## config.mk

```make
export PLATFORM = sky130hd
export DESIGN_NAME = motoro3_step_scheduler
export DESIGN_NICKNAME = d
export VERILOG_FILES = /design/src/rtl/motoro3_step_scheduler.sv
export SDC_FILE = /design/constraint.sdc
export NUM_CORES = 1
export LEC_CHECK = 0
export ABC_AREA = 1
export CORE_UTILIZATION = 45
export DETAILED_ROUTE_END_ITERATION = 6
export PLACE_DENSITY_LB_ADDON = 0.12
export SKIP_CTS_REPAIR_TIMING = 1
export SLEW_MARGIN = 20
export SYNTH_ARGS = -nofsm -noshare
export SYNTH_HDL_FRONTEND = slang
export SYNTH_SLANG_ARGS = --single-unit
```

## constraint.sdc

```tcl
create_clock -name clk -period 5.8 [get_ports clk]
set_input_delay 0.58 -clock clk [delete_from_list [all_inputs] [get_ports clk]]
set_output_delay 0.58 -clock clk [all_outputs]
set_load 0.02 [all_outputs]
```

## src/rtl/motoro3_step_scheduler.sv

```systemverilog
// motoro3 commutation-step scheduler: step sub-counter, boundary strobes,
// commutation index and ramped pulse length for the PWM generator.
// Ports:
//   clk, rst (async, active-high); m3r_* run/config inputs;
//   pwmActive1, m3cnt, m3cntFirst1/2, m3cntLast2/1, sgStep, plLen,
//   m3cycleDone outputs. State updates on the falling clock edge.
module motoro3_step_scheduler #(
  parameter int CNT_W = 25
) (
  input  logic             clk,
  input  logic             rst,
  input  logic             m3r_run,
  input  logic [CNT_W-1:0] m3r_stepLen,
  input  logic [3:0]       m3r_stepMax,
  input  logic [15:0]      m3r_plLenTarget,
  input  logic [15:0]      m3r_plLenRamp,
  output logic             pwmActive1,
  output logic [CNT_W-1:0] m3cnt,
  output logic             m3cntFirst1,
  output logic             m3cntFirst2,
  output logic             m3cntLast2,
  output logic             m3cntLast1,
  output logic [3:0]       sgStep,
  output logic [15:0]      plLen,
  output logic             m3cycleDone
);

  typedef enum logic [1:0] {
    ST_IDLE,
    ST_RUN,
    ST_STOP
  } state_t;

  state_t           state_q, state_d;
  logic [CNT_W-1:0] cnt_q, cnt_d;
  logic [3:0]       step_q, step_d;
  logic [15:0]      pl_q, pl_d;
  logic [CNT_W-1:0] len_q, len_d;
  logic [3:0]       smax_q, smax_d;
  logic [15:0]      tgt_q, tgt_d;
  logic [15:0]      ramp_q, ramp_d;
  logic             done_q, done_d;

  logic [CNT_W-1:0] len_in;
  logic [3:0]       smax_in;
  logic             active;
  logic             last;
  logic             wrap;

  // 15 is reserved as the idle marker, so the step index tops out at 14.
  assign len_in  = (m3r_stepLen < CNT_W'(4)) ? CNT_W'(4) : m3r_stepLen;
  assign smax_in = (m3r_stepMax >= 4'd14) ? 4'd14 : m3r_stepMax;

  assign active = (state_q != ST_IDLE);
  assign last   = (cnt_q == len_q - CNT_W'(1));
  assign wrap   = active && last;

  function automatic logic [15:0] ramp_f(
    input logic [15:0] p,
    input logic [15:0] t,
    input logic [15:0] r
  );
    logic [16:0] sum;
    logic [15:0] res;
    sum = {1'b0, p} + {1'b0, r};
    res = p;
    if (r == 16'd0) begin
      res = t;
    end else if (p < t) begin
      res = (sum > {1'b0, t}) ? t : sum[15:0];
    end else if (p > t) begin
      res = (r >= (p - t)) ? t : (p - r);
    end
    return res;
  endfunction

  always_comb begin
    state_d = state_q;
    cnt_d   = cnt_q;
    step_d  = step_q;
    pl_d    = pl_q;
    len_d   = len_q;
    smax_d  = smax_q;
    tgt_d   = tgt_q;
    ramp_d  = ramp_q;
    done_d  = 1'b0;
    unique case (state_q)
      ST_IDLE: begin
        if (m3r_run) begin
          state_d = ST_RUN;
          cnt_d   = '0;
          step_d  = 4'd0;
          len_d   = len_in;
          smax_d  = smax_in;
          tgt_d   = m3r_plLenTarget;
          ramp_d  = m3r_plLenRamp;
          pl_d    = ramp_f(16'd0, m3r_plLenTarget, m3r_plLenRamp);
        end
      end
      ST_RUN, ST_STOP: begin
        cnt_d   = cnt_q + CNT_W'(1);
        state_d = m3r_run ? ST_RUN : ST_STOP;
        if (wrap) begin
          cnt_d = '0;
          if (state_q == ST_STOP && !m3r_run) begin
            // Stop completes at the step boundary: no relatch.
            state_d = ST_IDLE;
            step_d  = 4'd15;
            pl_d    = 16'd0;
          end else begin
            len_d  = len_in;
            smax_d = smax_in;
            tgt_d  = m3r_plLenTarget;
            ramp_d = m3r_plLenRamp;
            pl_d   = ramp_f(pl_q, m3r_plLenTarget, m3r_plLenRamp);
            step_d = (step_q == smax_q) ? 4'd0 : step_q + 4'd1;
            done_d = (step_q == smax_q);
          end
        end
      end
      default: begin
        state_d = ST_IDLE;
      end
    endcase
  end

  always_ff @(negedge clk or posedge rst) begin
    if (rst) begin
      state_q <= ST_IDLE;
      cnt_q   <= '0;
      step_q  <= 4'd15;
      pl_q    <= 16'd0;
      len_q   <= CNT_W'(4);
      smax_q  <= 4'd0;
      tgt_q   <= 16'd0;
      ramp_q  <= 16'd0;
      done_q  <= 1'b0;
    end else begin
      state_q <= state_d;
      cnt_q   <= cnt_d;
      step_q  <= step_d;
      pl_q    <= pl_d;
      len_q   <= len_d;
      smax_q  <= smax_d;
      tgt_q   <= tgt_d;
      ramp_q  <= ramp_d;
      done_q  <= done_d;
    end
  end

  assign pwmActive1  = active;
  assign m3cnt       = cnt_q;
  assign m3cntFirst1 = active && (cnt_q == '0);
  assign m3cntFirst2 = active && (cnt_q == CNT_W'(1));
  assign m3cntLast2  = active && (cnt_q == len_q - CNT_W'(2));
  assign m3cntLast1  = wrap;
  assign sgStep      = step_q;
  assign plLen       = pl_q;
  assign m3cycleDone = done_q;

endmodule

```

Word-level counts from Yosys, hierarchy flattened --
Cells that the tools add are included.
Storage, ports and cells: register bits after elaboration 77, input port bits 64, output and inout bits 51, word-level logic and storage cells 92
Cells by class: add/subtract/negate cells 9, order comparisons 10, equal/unequal tests 10, muxes and demuxes 40, reductions and logical operators 16
Operator list (number):
- 16-bit 2-to-1 mux | 13
- 25-bit 2-to-1 mux | 6
- 25-bit one-hot mux with 2 select lines | 2
- 25-bit == test | 2
- 16-bit greater-or-equal comparator | 2
- 16-bit greater-than comparator | 2
- 4-bit 2-to-1 mux | 8
- 16-bit one-hot mux with 2 select lines | 1
- 1-bit by 16-bit subtractor with 16-bit output, first input constant | 2
- 16-bit subtractor | 2
- 25-bit by 1-bit adder with 25-bit output, second input constant | 1
- 25-bit by 1-bit == test with 1-bit output, second input constant | 1
- 25-bit zero test | 1
- 25-bit by 3-bit < comparator with 1-bit output, second input constant | 1
- 25-bit by 1-bit subtractor with 25-bit output, second input constant | 1
- 25-bit by 2-bit subtractor with 25-bit output, second input constant | 1
- 16-bit by 16-bit adder with 17-bit output | 1
- 17-bit by 16-bit greater-than comparator with 1-bit output | 1
- 1-bit by 16-bit greater-than comparator with 1-bit output, first input constant | 1
- 16-bit zero test | 1
- 1-bit by 16-bit < comparator with 1-bit output, first input constant | 1
- 16-bit < comparator | 1
- 4-bit one-hot mux with 2 select lines | 2
- 2-bit 2-to-1 mux | 4
- 17 further kinds | 27

Logic depth before layout (Yosys ltp) --
Gate-level depths: netlist (run 1).
word-level depth 9, mapped depth 31, depth with buffers taken out 30

==> results.md, run 1 <==
Outcome:
- The run finished, with violations left.
- The checks that failed: setup timing.

Worst setup path:
- The critical path is of the in2reg type.
- The arrival time of the worst setup path is 4020 ps.
- The signal on the critical path passes through clkdlybuf4s50_1 > inv_1 > ha_4 > a21oi_1 > o21ai_1 > a21oi_2 > o21ai_1 > xor2_1 > ha_1 > nand2_4 > inv_2 > nand3_4 > buf_4 > inv_1 > a21oi_2 > nand3_4 > clkbuf_16 > nor2_4 > nor2_1 > nor2_1 > nand2_1 > nand4_1 > nand2_1.
- For this design, the slowest cell found on the critical path is sky130_fd_sc_hd__clkdlybuf4s50_1.
- The largest fanout of any net on the critical path is 7.
- STA classifies the critical path endpoint as a flop.
- The highest cell delay on the worst timing path is 520 ps.
- The category of the worst setup path launch point is an input pin.
- For the worst setup path, the data required time is 3110 ps.

Timing:
- Setup repair after global routing could not meet its margin everywhere.
- The max-slew violation count was 0.
- For the final database, setup skew stands at approximately 70 ps.
- After layout, the worst setup slack is -915 ps.
- For the pin with the worst max-slew slack, the measured transition is 700 ps.
- Setup total negative slack on the finished layout was measured at -14,180 ps.
- Setup violations remaining at the end of the flow were counted as 18.
- The number of hold violations in the final report is 0.
- Measured against its own limit, the worst slew margin works out to 53.2%.

Synth:
- The synthesized netlist net count is roughly 1,800.
- Summing every instance area after synthesis gives 10,100 um2.
- The sequential cell area fraction in the yosys report is between 10% and 20%.
- For this run, the number of Yosys warnings is 0.
- The main flop type after synthesis is sky130_fd_sc_hd__dfrtn_1.
- The number of flops mapped to enable cells by yosys is 0.
- After synthesis, the share of flip-flops with an asynchronous set or reset is 100%.
- Dividing the synthesized area by the synthesized cell count gives around 6.2 um2.
- The number of different library cells used by synthesis comes to 53.
- The number of synthesized register bits is 77.
- The gate count of the mapped netlist is between 1,500 and 2,000.

Global routing:
- The number of antenna violations at the first check in global routing is 0.
- The number of global-route vias before repair is 11,546.
- The sum of overflow across all layers after global routing is 0.
- The first global-routing pass estimated approximately 63,000 um of wire.
- The maximum number of pins on one net before global-route repair is 42.
- The global-route total usage across every layer is a little over a third.

Final layout:
- The leading cell type in the layout, fill and taps excluded is sky130_fd_sc_hd__nand2_1.
- The area added between synthesis and finish is 52.8%.
- The number of diodes is 0.
- The library cells used most frequently in the layout, excluding fill and tap cells, are sky130_fd_sc_hd__nand2_1, sky130_fd_sc_hd__buf_4, sky130_fd_sc_hd__inv_1, sky130_fd_sc_hd__nor2_1, sky130_fd_sc_hd__nand3_1.
- Cells with a size suffix above 1 make up approximately 28% of the layout.
- The final net count is 2,249.

Floorplanning:
- The starting utilization of the core area is 46.0%.
- The floorplan has 54 rows.
- In this run the horizontal extent of the chip is 152 um.
- For this design the top-level I/O count stands at 115.
- The total die area is 23,000 um2.
- The region available for standard cell placement spans approximately 22,000 um2.
- The die boundary height is 152 um.

Place:
- The half-perimeter wire length of the detailed placement result is 34,200 um.
- The placer's final routability congestion estimate is 0.999.
- Timing analysis after detailed placement gives a worst setup slack of -1720 ps.
- Port buffering added 114 buffers.

Route:
- In this run the remaining antenna-violating nets after routing total 0.
- The first detailed-routing pass took 5 iterations.
- The vias per cell is 5.44.
- The total number of vias is roughly 13,000.
- The wire length after detailed routing is 42,100 um.
- The count of unresolved DRC violations after routing is 0.
- For this block, the initial DRC count from the detailed router was between 1,000 and 1,500.
- After detailed routing, the average wire length per cell comes to 17.8 um.

Hold path:
- The path class of the lowest-slack min-delay path is reg2reg.

CTS:
- Counting the buffers created by CTS gives 9.
- The clock tree from TritonCTS is done.
- CTS built an H-tree with a depth of 3.
- The clock tree buffer depth is 2.
- The clock-pin slew on the worst setup and hold paths is 60 ps.
- The clock net sink count is 77.
- The clock root buffer master is sky130_fd_sc_hd__clkbuf_16.
- The latest clock arrival within the worst-skew pair is about 430 ps.

Pwr:
- The cell area power density is 584 nW/um2.
- VDD sags by at most ~330 uV.
- The total leakage power is 7.94 nW.

Job:
- The tool flagged a number of max-cap violations equal to 0.
==> cells in the mapped netlist (4+ instances only) <==
cell / instances / area, um2
sky130_fd_sc_hd__a211oi_1: 4 / 30.0
sky130_fd_sc_hd__a21o_1: 4 / 30.0
sky130_fd_sc_hd__a21oi_1: 94 / 470
sky130_fd_sc_hd__buf_2: 10 / 50.1
sky130_fd_sc_hd__clkbuf_1: 28 / 105
sky130_fd_sc_hd__dfrtn_1: 72 / 1800
sky130_fd_sc_hd__dfstp_2: 5 / 131
sky130_fd_sc_hd__ha_1: 104 / 1300
sky130_fd_sc_hd__inv_1: 217 / 815
sky130_fd_sc_hd__inv_2: 4 / 15.0
sky130_fd_sc_hd__nand2_1: 441 / 1660
sky130_fd_sc_hd__nand2_2: 7 / 43.8
sky130_fd_sc_hd__nand3_1: 125 / 626
sky130_fd_sc_hd__nand3b_1: 9 / 67.6
sky130_fd_sc_hd__nand4_1: 45 / 282
sky130_fd_sc_hd__nor2_1: 138 / 518
sky130_fd_sc_hd__nor2_2: 7 / 43.8
sky130_fd_sc_hd__nor3_1: 39 / 195
sky130_fd_sc_hd__nor4_1: 18 / 113
sky130_fd_sc_hd__o21ai_0: 72 / 360
sky130_fd_sc_hd__o21ai_1: 24 / 120
sky130_fd_sc_hd__o21bai_1: 8 / 60.1
sky130_fd_sc_hd__xnor2_1: 23 / 201
sky130_fd_sc_hd__xor2_1: 61 / 534
==> routing by layer <==
metal | global-route usage [%] | wire length [um]
met1 | 54.6 | 19000
met2 | 52.4 | 17400
met3 | 6.80 | 4970
met4 | 7.38 | 801
met5 | 0 | 0
==> cells by family after synthesis <==
kind of cell / Yosys count / synth area share [%]
AO/OA/AOI/OAI: 229 / 12.4
XOR/XNOR: 84 / 7.31
adder cells (fa/ha/maj): 107 / 13.5
buffers and inverters: 271 / 10.6
flip-flops: 77 / 19.2
AND/OR/NAND/NOR: 847 / 36.9
==> report_power, final <==
part | total (mW) | internal [mW] | leakage [nW] | switching (mW)
Sequential | 1.04 | 0.752 | 0.975 | 0.284
Combinational | 7.32 | 3.29 | 6.78 | 4.03
Clock | 0.619 | 0.313 | 0.177 | 0.306
==> worst max-delay path: cells and delay by family <==
family | cells | cell delay, ps
fa+ha+maj | 2 | 600
xor+xnor | 1 | 180
buf+inv | 6 | 1050
compound gates | 5 | 860
simple gates | 9 | 760
==> stage by stage <==
step | total power, mW | cell area [um2] | utilization, % | cells | hold slack [ps]
after floorplan | 4.59 | 10200 | - | 1615 | 439
after global placement | 7.36 | 14200 | 65.1 | 2326 | 454
after detailed placement | 7.45 | 14200 | 65.1 | 2326 | 464
after CTS | 8.10 | 14600 | 66.5 | 2346 | 465
after global routing | 9.66 | 15400 | 70.2 | 2363 | 506
final | 8.97 | 15400 | 70.2 | 2363 | 461
==> final timing paths <==
kind | to | startpoint | cells after the start | slack, ps
max | plLen[9]$_DFFE_NP0P_ | m3r_plLenTarget[9] | 23 | -920
min | smax_q[2]$_DFFE_NP0P_ | smax_q[2]$_DFFE_NP0P_ | 2 | 460
max reg2reg | plLen[9]$_DFFE_NP0P_ | plLen[0]$_DFFE_NP0P_ | 26 | 1770
min reg2reg | smax_q[2]$_DFFE_NP0P_ | smax_q[2]$_DFFE_NP0P_ | 2 | 460
max in group asynchronous | m3cnt[11]$_DFFE_NP0P_ | rst | 3 | 1670
min in group asynchronous | len_q[3]$_DFFE_NP0P_ | rst | 2 | 3410
==> flip-flops by register name (all words and copies together) (netlist names) <==
register / cells
sgStep: 4
m3cnt: 25
plLen: 16
m3cycleDone: 1
len_q: 25
smax_q: 4
state_q: 2
==> layout make-up <==
type                       count  area [um2]
tap                          280         350
sequential                    77        1930
fill                        1941        6520
inverter                     221         842
timing repair buffer         496        4170
multi-input combinational   1268        7750
clock buffer                   9         225
clock inverter                12         100
No activity file was read; power rests on OpenSTA's default activity.
==> run 2: changes to the inputs <==
==> constraint.sdc (replaced) <==
create_clock -name clk -period 5.8 [get_ports clk]
set_input_delay 1.16 -clock clk [delete_from_list [all_inputs] [get_ports clk]]
set_output_delay 1.16 -clock clk [all_outputs]
set_load 0.02 [all_outputs]
==> results.md, run 2 (same netlist as run 1, synthesis figures left out) <==
Outcome:
- The flow ran to the end, but the final reports show violations.
- The checks that failed: setup timing.

Floorplanning:
- The total die area is 23,000 um2 (unchanged).
- The starting utilization of the core area came to 46.0% (unchanged).
- The placeable core region is 21,900 um2 (unchanged).
- The x dimension of the die was 152 um (unchanged).
- The I/O pin count was 115 (unchanged).
- The row count was 54 (unchanged).
- The die boundary height is 152 um (unchanged).

Worst setup path:
- Walking the worst path, the cells encountered are clkdlybuf4s50_1 > inv_1 > ha_4 > nand2_1 > nor3_4 > a21oi_2 > buf_4 > o21ai_1 > xnor2_1 > ha_1 > nand2_1 > o21ai_1 > a21oi_2 > nand3_4 > clkbuf_16 > nor2_1 > nor2_1 > nor2_1 > nand2_1 > nand4_1 > nand2_1.
- The arrival time of the worst setup path is 4540 ps (+520 ps).
- For this design, the slowest cell found on the critical path is sky130_fd_sc_hd__clkdlybuf4s50_1.
- The critical path in this run is classified as in2reg.
- STA classifies the critical path startpoint as an input pin.
- The required arrival time at the worst endpoint is 3110 ps (about the same).
- Among the stages of the critical path, the cell type that occurs most often is sky130_fd_sc_hd__nand2_1.
- The largest fanout of any net on the critical path came to 7 (unchanged).
- The kind of cell with the highest combined delay along the critical path is simple AND/OR/NAND/NOR gates.
- The endpoint type of the worst setup path is a flop.
- The critical path buffer and inverter count is 4 (-2).
- The slack of the worst reg-to-reg path came to 1900 ps (+130 ps).
- The highest cell delay on the worst timing path is 490 ps (-30 ps).

CTS:
- The latest clock arrival within the worst-skew pair is 410 ps (-20 ps).
- The H-tree depth came to 3 (unchanged).
- The clock net sink count is 77 (unchanged).
- The clock root buffer master is sky130_fd_sc_hd__clkbuf_16.
- The clock-pin slew on the worst setup and hold paths was 50 ps (about the same).
- The clock tree from TritonCTS is done.
- The clock tree buffer depth is 2 (unchanged).
- The clock buffer count from CTS is 9 (unchanged).

Final layout:
- The final net count is 2,276 (+1.2%).
- The share of final-layout standard cells stronger than drive strength 1 is 30.2% (+2.3 points).
- The utilization after layout is 72.5% (+2.3 points).
- The final instance count without filler cells is 2,390 (+1.1%).
- The cell area after layout is 15,900 um2 (+3.3%).
- The leading cell type in the layout, fill and taps excluded is sky130_fd_sc_hd__nand2_1.
- The area added between synthesis and finish is 57.8%.
- The number of diodes is 0 (unchanged).
- The library cells used most frequently in the layout, excluding fill and tap cells, are sky130_fd_sc_hd__nand2_1, sky130_fd_sc_hd__buf_4, sky130_fd_sc_hd__inv_1, sky130_fd_sc_hd__nand3_1, sky130_fd_sc_hd__nor2_1.

Global routing:
- The most congested layer reported by global routing is met2.
- The fraction of met3 tracks used by global routing came to 11.7% (+4.9 points).
- The global-route wire length before repair is 62,100 um (-0.79%).
- The sum of overflow across all layers after global routing is 0 (unchanged).
- The maximum number of pins on one net before global-route repair came to 78 (+86%).
- The global routing met1 resource utilization is 49.3% (-5.2 points).
- The global routing met2 resource utilization was 53.2% (+0.71 points).
- The number of antenna violations at the first check in global routing was 1 (+1).
- The number of global-route vias before repair is 11,783 (+2.1%).
- The global-route total usage across every layer is 35.8% (-0.22 points).

Place:
- The cell total after placement is 2,346 (+0.86%).
- The worst slack after detailed placement is -2280 ps (-558 ps).
- The number of I/O port buffers is 114 (unchanged).
- The placer's final routability congestion estimate is 1.01 (+0.96%).
- The post-place instance area is 14,500 um2 (+1.8%).
- The half-perimeter wire length of the detailed placement result is 33,800 um (-1.3%).

Route:
- The detailed-router iteration count before antenna repair was 6 (+1).
- The wire length after detailed routing is 42,700 um (+1.3%).
- The vias per cell came to 5.46 (+0.24%).
- The total number of vias is 13,042 (+1.4%).
- The count of unresolved DRC violations after routing was 0 (unchanged).
- The routed wire length per instance came to 17.9 um (+0.11%).
- The number of DRC violations after detailed-routing iteration 0 is 1,301 (-0.84%).
- The number of antenna-violating nets in the routed design is 0 (unchanged).

Timing:
- Setup repair after global routing could not meet its margin everywhere.
- The number of hold violations in the final report was 0 (unchanged).
- The transition time at the pin with the least slew margin is 581 ps (-119 ps).
- The final clock skew is 62.7 ps (-7.28 ps).
- The setup violation total in the final timing report is 20 (+2).
- The worst slew margin relative to its limit is 61.1% (+7.9 points).
- The final setup TNS was -24,380 ps (-10,200 ps).
- The final worst slack came to -1430 ps (-518 ps).
- The max-slew violation count is 0 (unchanged).
- The worst hold margin was 460 ps (-0.195 ps).

Pwr:
- The cell area power density is 582 nW/um2 (-0.35%).
- The worst voltage drop across the vdd grid came to 307 uV (-7.0%).
- The total leakage power is 8.20 nW (+3.4%).
- The overall power came to 9.23 mW (+2.9%).

Job:
- The max-cap check violation count is 0 (unchanged).

Hold path:
- The path class of the lowest-slack min-delay path is reg2reg.
-- run 2: cell count changes in the layout (fill, tap and decap cells not counted), sizes merged --
| cell | change |
|---|---|
| clkdlybuf4s50 | -3 |
| clkinv | -2 |
| buf | +26 |
| dlymetal6s2s | +1 |
| inv | +1 |
| clkinvlp | +1 |
| clkbuf | +3 |
-- run 2: layout make-up --
| cell class | instances | area, um2 |
|---|---|---|
| repair buffers | 523 | 4470 |
| clock buffers | 9 | 225 |
| fillers | 1833 | 6020 |
| flip-flops and latches | 77 | 1930 |
| well taps | 280 | 350 |
| multi-input cells | 1268 | 7970 |
| inverters | 221 | 845 |
| clock inverters | 12 | 82.6 |
-- run 2: layer usage --
metal  part of all wire [%]  vias to the layer above
met5                  0.026                        -
met3                     12                       83
met2                     43                      688
li1                       -                     6260
met4                    2.4                        2
met1                     43                     6009
-- run 2: worst paths after layout --
check	from	end	cells past startpoint
max	m3r_plLenTarget[7]	plLen[9]$_DFFE_NP0P_	21
min	smax_q[1]$_DFFE_NP0P_	smax_q[1]$_DFFE_NP0P_	2
max reg2reg	plLen[2]$_DFFE_NP0P_	plLen[0]$_DFFE_NP0P_	26
min reg2reg	smax_q[1]$_DFFE_NP0P_	smax_q[1]$_DFFE_NP0P_	2
max in group asynchronous	rst	sgStep[3]$_DFFE_NP1P_	3
min in group asynchronous	rst	plLen[2]$_DFFE_NP0P_	3
-- run 2: report_power, final --
part           switching (mW)  internal, mW  total (mW)  leakage (nW)
combinational            4.18          3.46        7.64          7.06
clock                   0.306         0.308       0.613         0.172
sequential              0.231         0.753       0.984         0.975
-- run 2: worst min-delay path, stage by stage (launching register included) --
cell and delay [ps]:
sky130_fd_sc_hd__dfrtn_1 420, sky130_fd_sc_hd__nand2_1 60, sky130_fd_sc_hd__o21ai_1 60
==> run 3: changes to the inputs <==
Settings changed: CTS_CLUSTER_SIZE set to 24, MAX_ROUTING_LAYER set to met4.
==> results.md, run 3 (same netlist as run 1, synthesis figures left out) <==
Outcome:
- The flow ran to the end, but the final reports show violations.
- The checks that failed: DRC, setup timing.

Pwr:
- The cell area power density was 592 nW/um2 (+1.7%).
- The total net switching power came to 4.87 mW (+3.3%).
- The portion of total power attributed to the clock network is 6.9% (+0.3 points).
- The sequential fraction of design power came to 10.3% (-0.4 points).
- The overall power came to 9.64 mW (+4.4%).
- The total leakage power is 8.40 nW (+2.4%).
- The share of total power consumed by net switching was 50.5% (-0.53 points).
- The internal power summed over all cells is 4.77 mW (+5.5%).
- The worst voltage drop across the vdd grid is 323 uV (+5.3%).
- The combinational fraction of design power was 82.7% (about the same).

Timing:
- The final worst slack is -1510 ps (-75.4 ps).
- The setup violation total in the final timing report is 20 (unchanged).
- Setup repair after global routing could not meet its margin everywhere.
- The max-slew violation count was 0 (unchanged).
- The final clock skew is 69.2 ps (+6.49 ps).
- The transition time at the pin with the least slew margin is 725 ps (+144 ps).
- The worst slew margin relative to its limit was 51.2% (-9.9 points).
- The final setup TNS was -25,030 ps (-651 ps).
- The number of hold violations in the final report is 0 (unchanged).

Worst setup path:
- The most numerous cell on the critical path is sky130_fd_sc_hd__nand2_1.
- The worst setup path is captured at a flop.
- The gate family responsible for the most delay along the worst path is compound AO/OA/AOI/OAI gates.
- The highest cell delay on the worst timing path is 300 ps (-190 ps).
- The worst setup path is launched from an input pin.
- The critical path buffer and inverter count is 5 (+1).
- On the critical path, the stage with the largest delay is an instance of sky130_fd_sc_hd__ha_4.
- The worst setup path is of the in2reg kind.
- The largest fanout of any net on the critical path was 6 (-1).
- The required arrival time at the worst endpoint is 3110 ps (about the same).
- The arrival time of the worst setup path is 4620 ps (+80 ps).

Global routing:
- The number of global-route vias before repair came to 11,859 (+0.64%).
- The global-route wire length before repair was 65,000 um (+4.7%).
- The number of antenna violations at the first check in global routing came to 1 (unchanged).
- The global-route total usage across every layer is 38.6% (+2.8 points).
- The maximum number of pins on one net before global-route repair is 65 (-17%).
- The sum of overflow across all layers after global routing was 0 (unchanged).

CTS:
- The clock root buffer master is sky130_fd_sc_hd__clkbuf_16.
- The clock net sink count came to 77 (unchanged).
- The latest clock arrival within the worst-skew pair is 420 ps (about the same).
- The clock tree from TritonCTS is done.
- The clock tree buffer depth came to 2 (unchanged).
- The clock buffer count from CTS is 9 (unchanged).
- The clock-pin slew on the worst setup and hold paths came to 50 ps (about the same).
- The H-tree depth was 3 (unchanged).

Final layout:
- The count of filler cells inserted in the layout is 1,818 (-0.82%).
- The top cell types in the final layout, fill and taps aside, are sky130_fd_sc_hd__buf_4, sky130_fd_sc_hd__nand2_1, sky130_fd_sc_hd__inv_1, sky130_fd_sc_hd__nand3_1, sky130_fd_sc_hd__nor2_1.
- The share of final-layout standard cells stronger than drive strength 1 is 32.9% (+2.7 points).
- The final net count is 2,306 (+1.3%).
- Leaving out fill and tap cells, the most frequent cell in the layout is sky130_fd_sc_hd__buf_4.
- The multi-input gate area in the final layout is 8130 um2 (+2.1%).
- The final instance count without filler cells was 2,421 (+1.3%).
- Relative to the synthesized area, the layout overhead comes to 61.9%.
- The cell area after layout was 16,300 um2 (+2.6%).
- The combined flip-flop and latch cell area is 1930 um2 (unchanged).

Route:
- The count of unresolved DRC violations after routing is 4 (+4).
- The routed wire length per instance is 18.5 um (+3.7%).
- The wire length after detailed routing came to 44,800 um (+5.1%).
- The number of DRC violations after detailed-routing iteration 0 was 1,435 (+10%).
- The total number of vias came to 13,339 (+2.3%).
- The detailed-router iteration count before antenna repair is 7 (+1).
- The number of antenna-violating nets in the routed design is 0 (unchanged).
- The vias per cell is 5.51 (+0.97%).

Floorplanning:
- The row count is 54 (unchanged).
- The starting utilization of the core area came to 46.0% (unchanged).
- The die boundary height was 152 um (unchanged).
- The I/O pin count is 115 (unchanged).
- The x dimension of the die is 152 um (unchanged).
- The placeable core region is 21,900 um2 (unchanged).
- The total die area is 23,000 um2 (unchanged).

Place:
- The number of I/O port buffers was 114 (unchanged).
- The cell total after placement is 2,363 (+0.72%).
- The worst slack after detailed placement is -2290 ps (-13.3 ps).
- The placer's final routability congestion estimate is 1.07 (+6.1%).
- The half-perimeter wire length of the detailed placement result is 35,300 um (+4.3%).
- The post-place instance area is 14,600 um2 (+0.62%).

Job:
- The max-cap check violation count is 0 (unchanged).

Hold path:
- The path class of the lowest-slack min-delay path is reg2reg.
[run 3: cell count changes in the layout (fill, tap and decap cells not counted), sizes merged]
cell,change
inv,-6
clkbuf,+3
bufinv,+1
clkinv,+2
diode,+1
buf,+32
clkdlybuf4s50,-7
dlymetal6s2s,+5
[run 3: final timing paths]
check,startpoint,to,slack [ps],cells past startpoint
min reg2reg,smax_q[3]$_DFFE_NP0P_,smax_q[3]$_DFFE_NP0P_,460,2
max in group asynchronous,rst,sgStep[3]$_DFFE_NP1P_,1250,3
min in group asynchronous,rst,plLen[0]$_DFFE_NP0P_,4100,3
max reg2reg,plLen[4]$_DFFE_NP0P_,plLen[9]$_DFFE_NP0P_,1760,30
max,m3r_plLenTarget[2],plLen[9]$_DFFE_NP0P_,-1510,27
min,smax_q[3]$_DFFE_NP0P_,smax_q[3]$_DFFE_NP0P_,460,2
[run 3: worst register-to-register path, delay by kind of cell, from the launching register on]
| family | cells | cell delay (ps) |
|---|---|---|
| compound gates | 6 | 810 |
| fa+ha+maj | 2 | 520 |
| buf+inv | 4 | 500 |
| flops | 1 | 470 |
| simple gates | 18 | 1630 |
[run 3: power groups by stage]
stage / Combinational (mW) / Sequential (mW) / Clock [mW]
4_1_cts: 6.68 / 0.969 / 0.664
3_5_place_dp: 6.64 / 0.971 / 0.00643
2_1_floorplan: 3.58 / 1.04 / 0.00643
6_report: 7.97 / 0.995 / 0.668
3_3_place_gp: 6.53 / 0.978 / 0.00643
5_1_grt: 8.61 / 1.01 / 0.685
[run 3: final cells by class]
cell class | instances | share of cell area (%)
diodes | 1 | 0.0154
clock inverters | 9 | 0.400
clock buffers | 12 | 1.71
well taps | 280 | 2.15
inverters | 221 | 5.19
flip-flops and latches | 77 | 11.9
repair buffers | 553 | 28.7
multi-input cells | 1268 | 50.0
[run 3: metal layers]
metal	share of wire (%)	wire length (um)	global-route usage (%)
met1	45	20100	55.9
met2	41	18600	53.0
met3	11	5120	9.67
met4	2.4	1080	9.11
met5	0	0	-
[run 3: per-stage QoR]
stage / utilization [%] / hold slack (ps)
3_3_place_gp: 66.6 / 464
5_1_grt: 74.4 / 492
2_1_floorplan: - / 439
6_report: 74.4 / 460
3_5_place_dp: 66.6 / 471
4_1_cts: 68.2 / 470
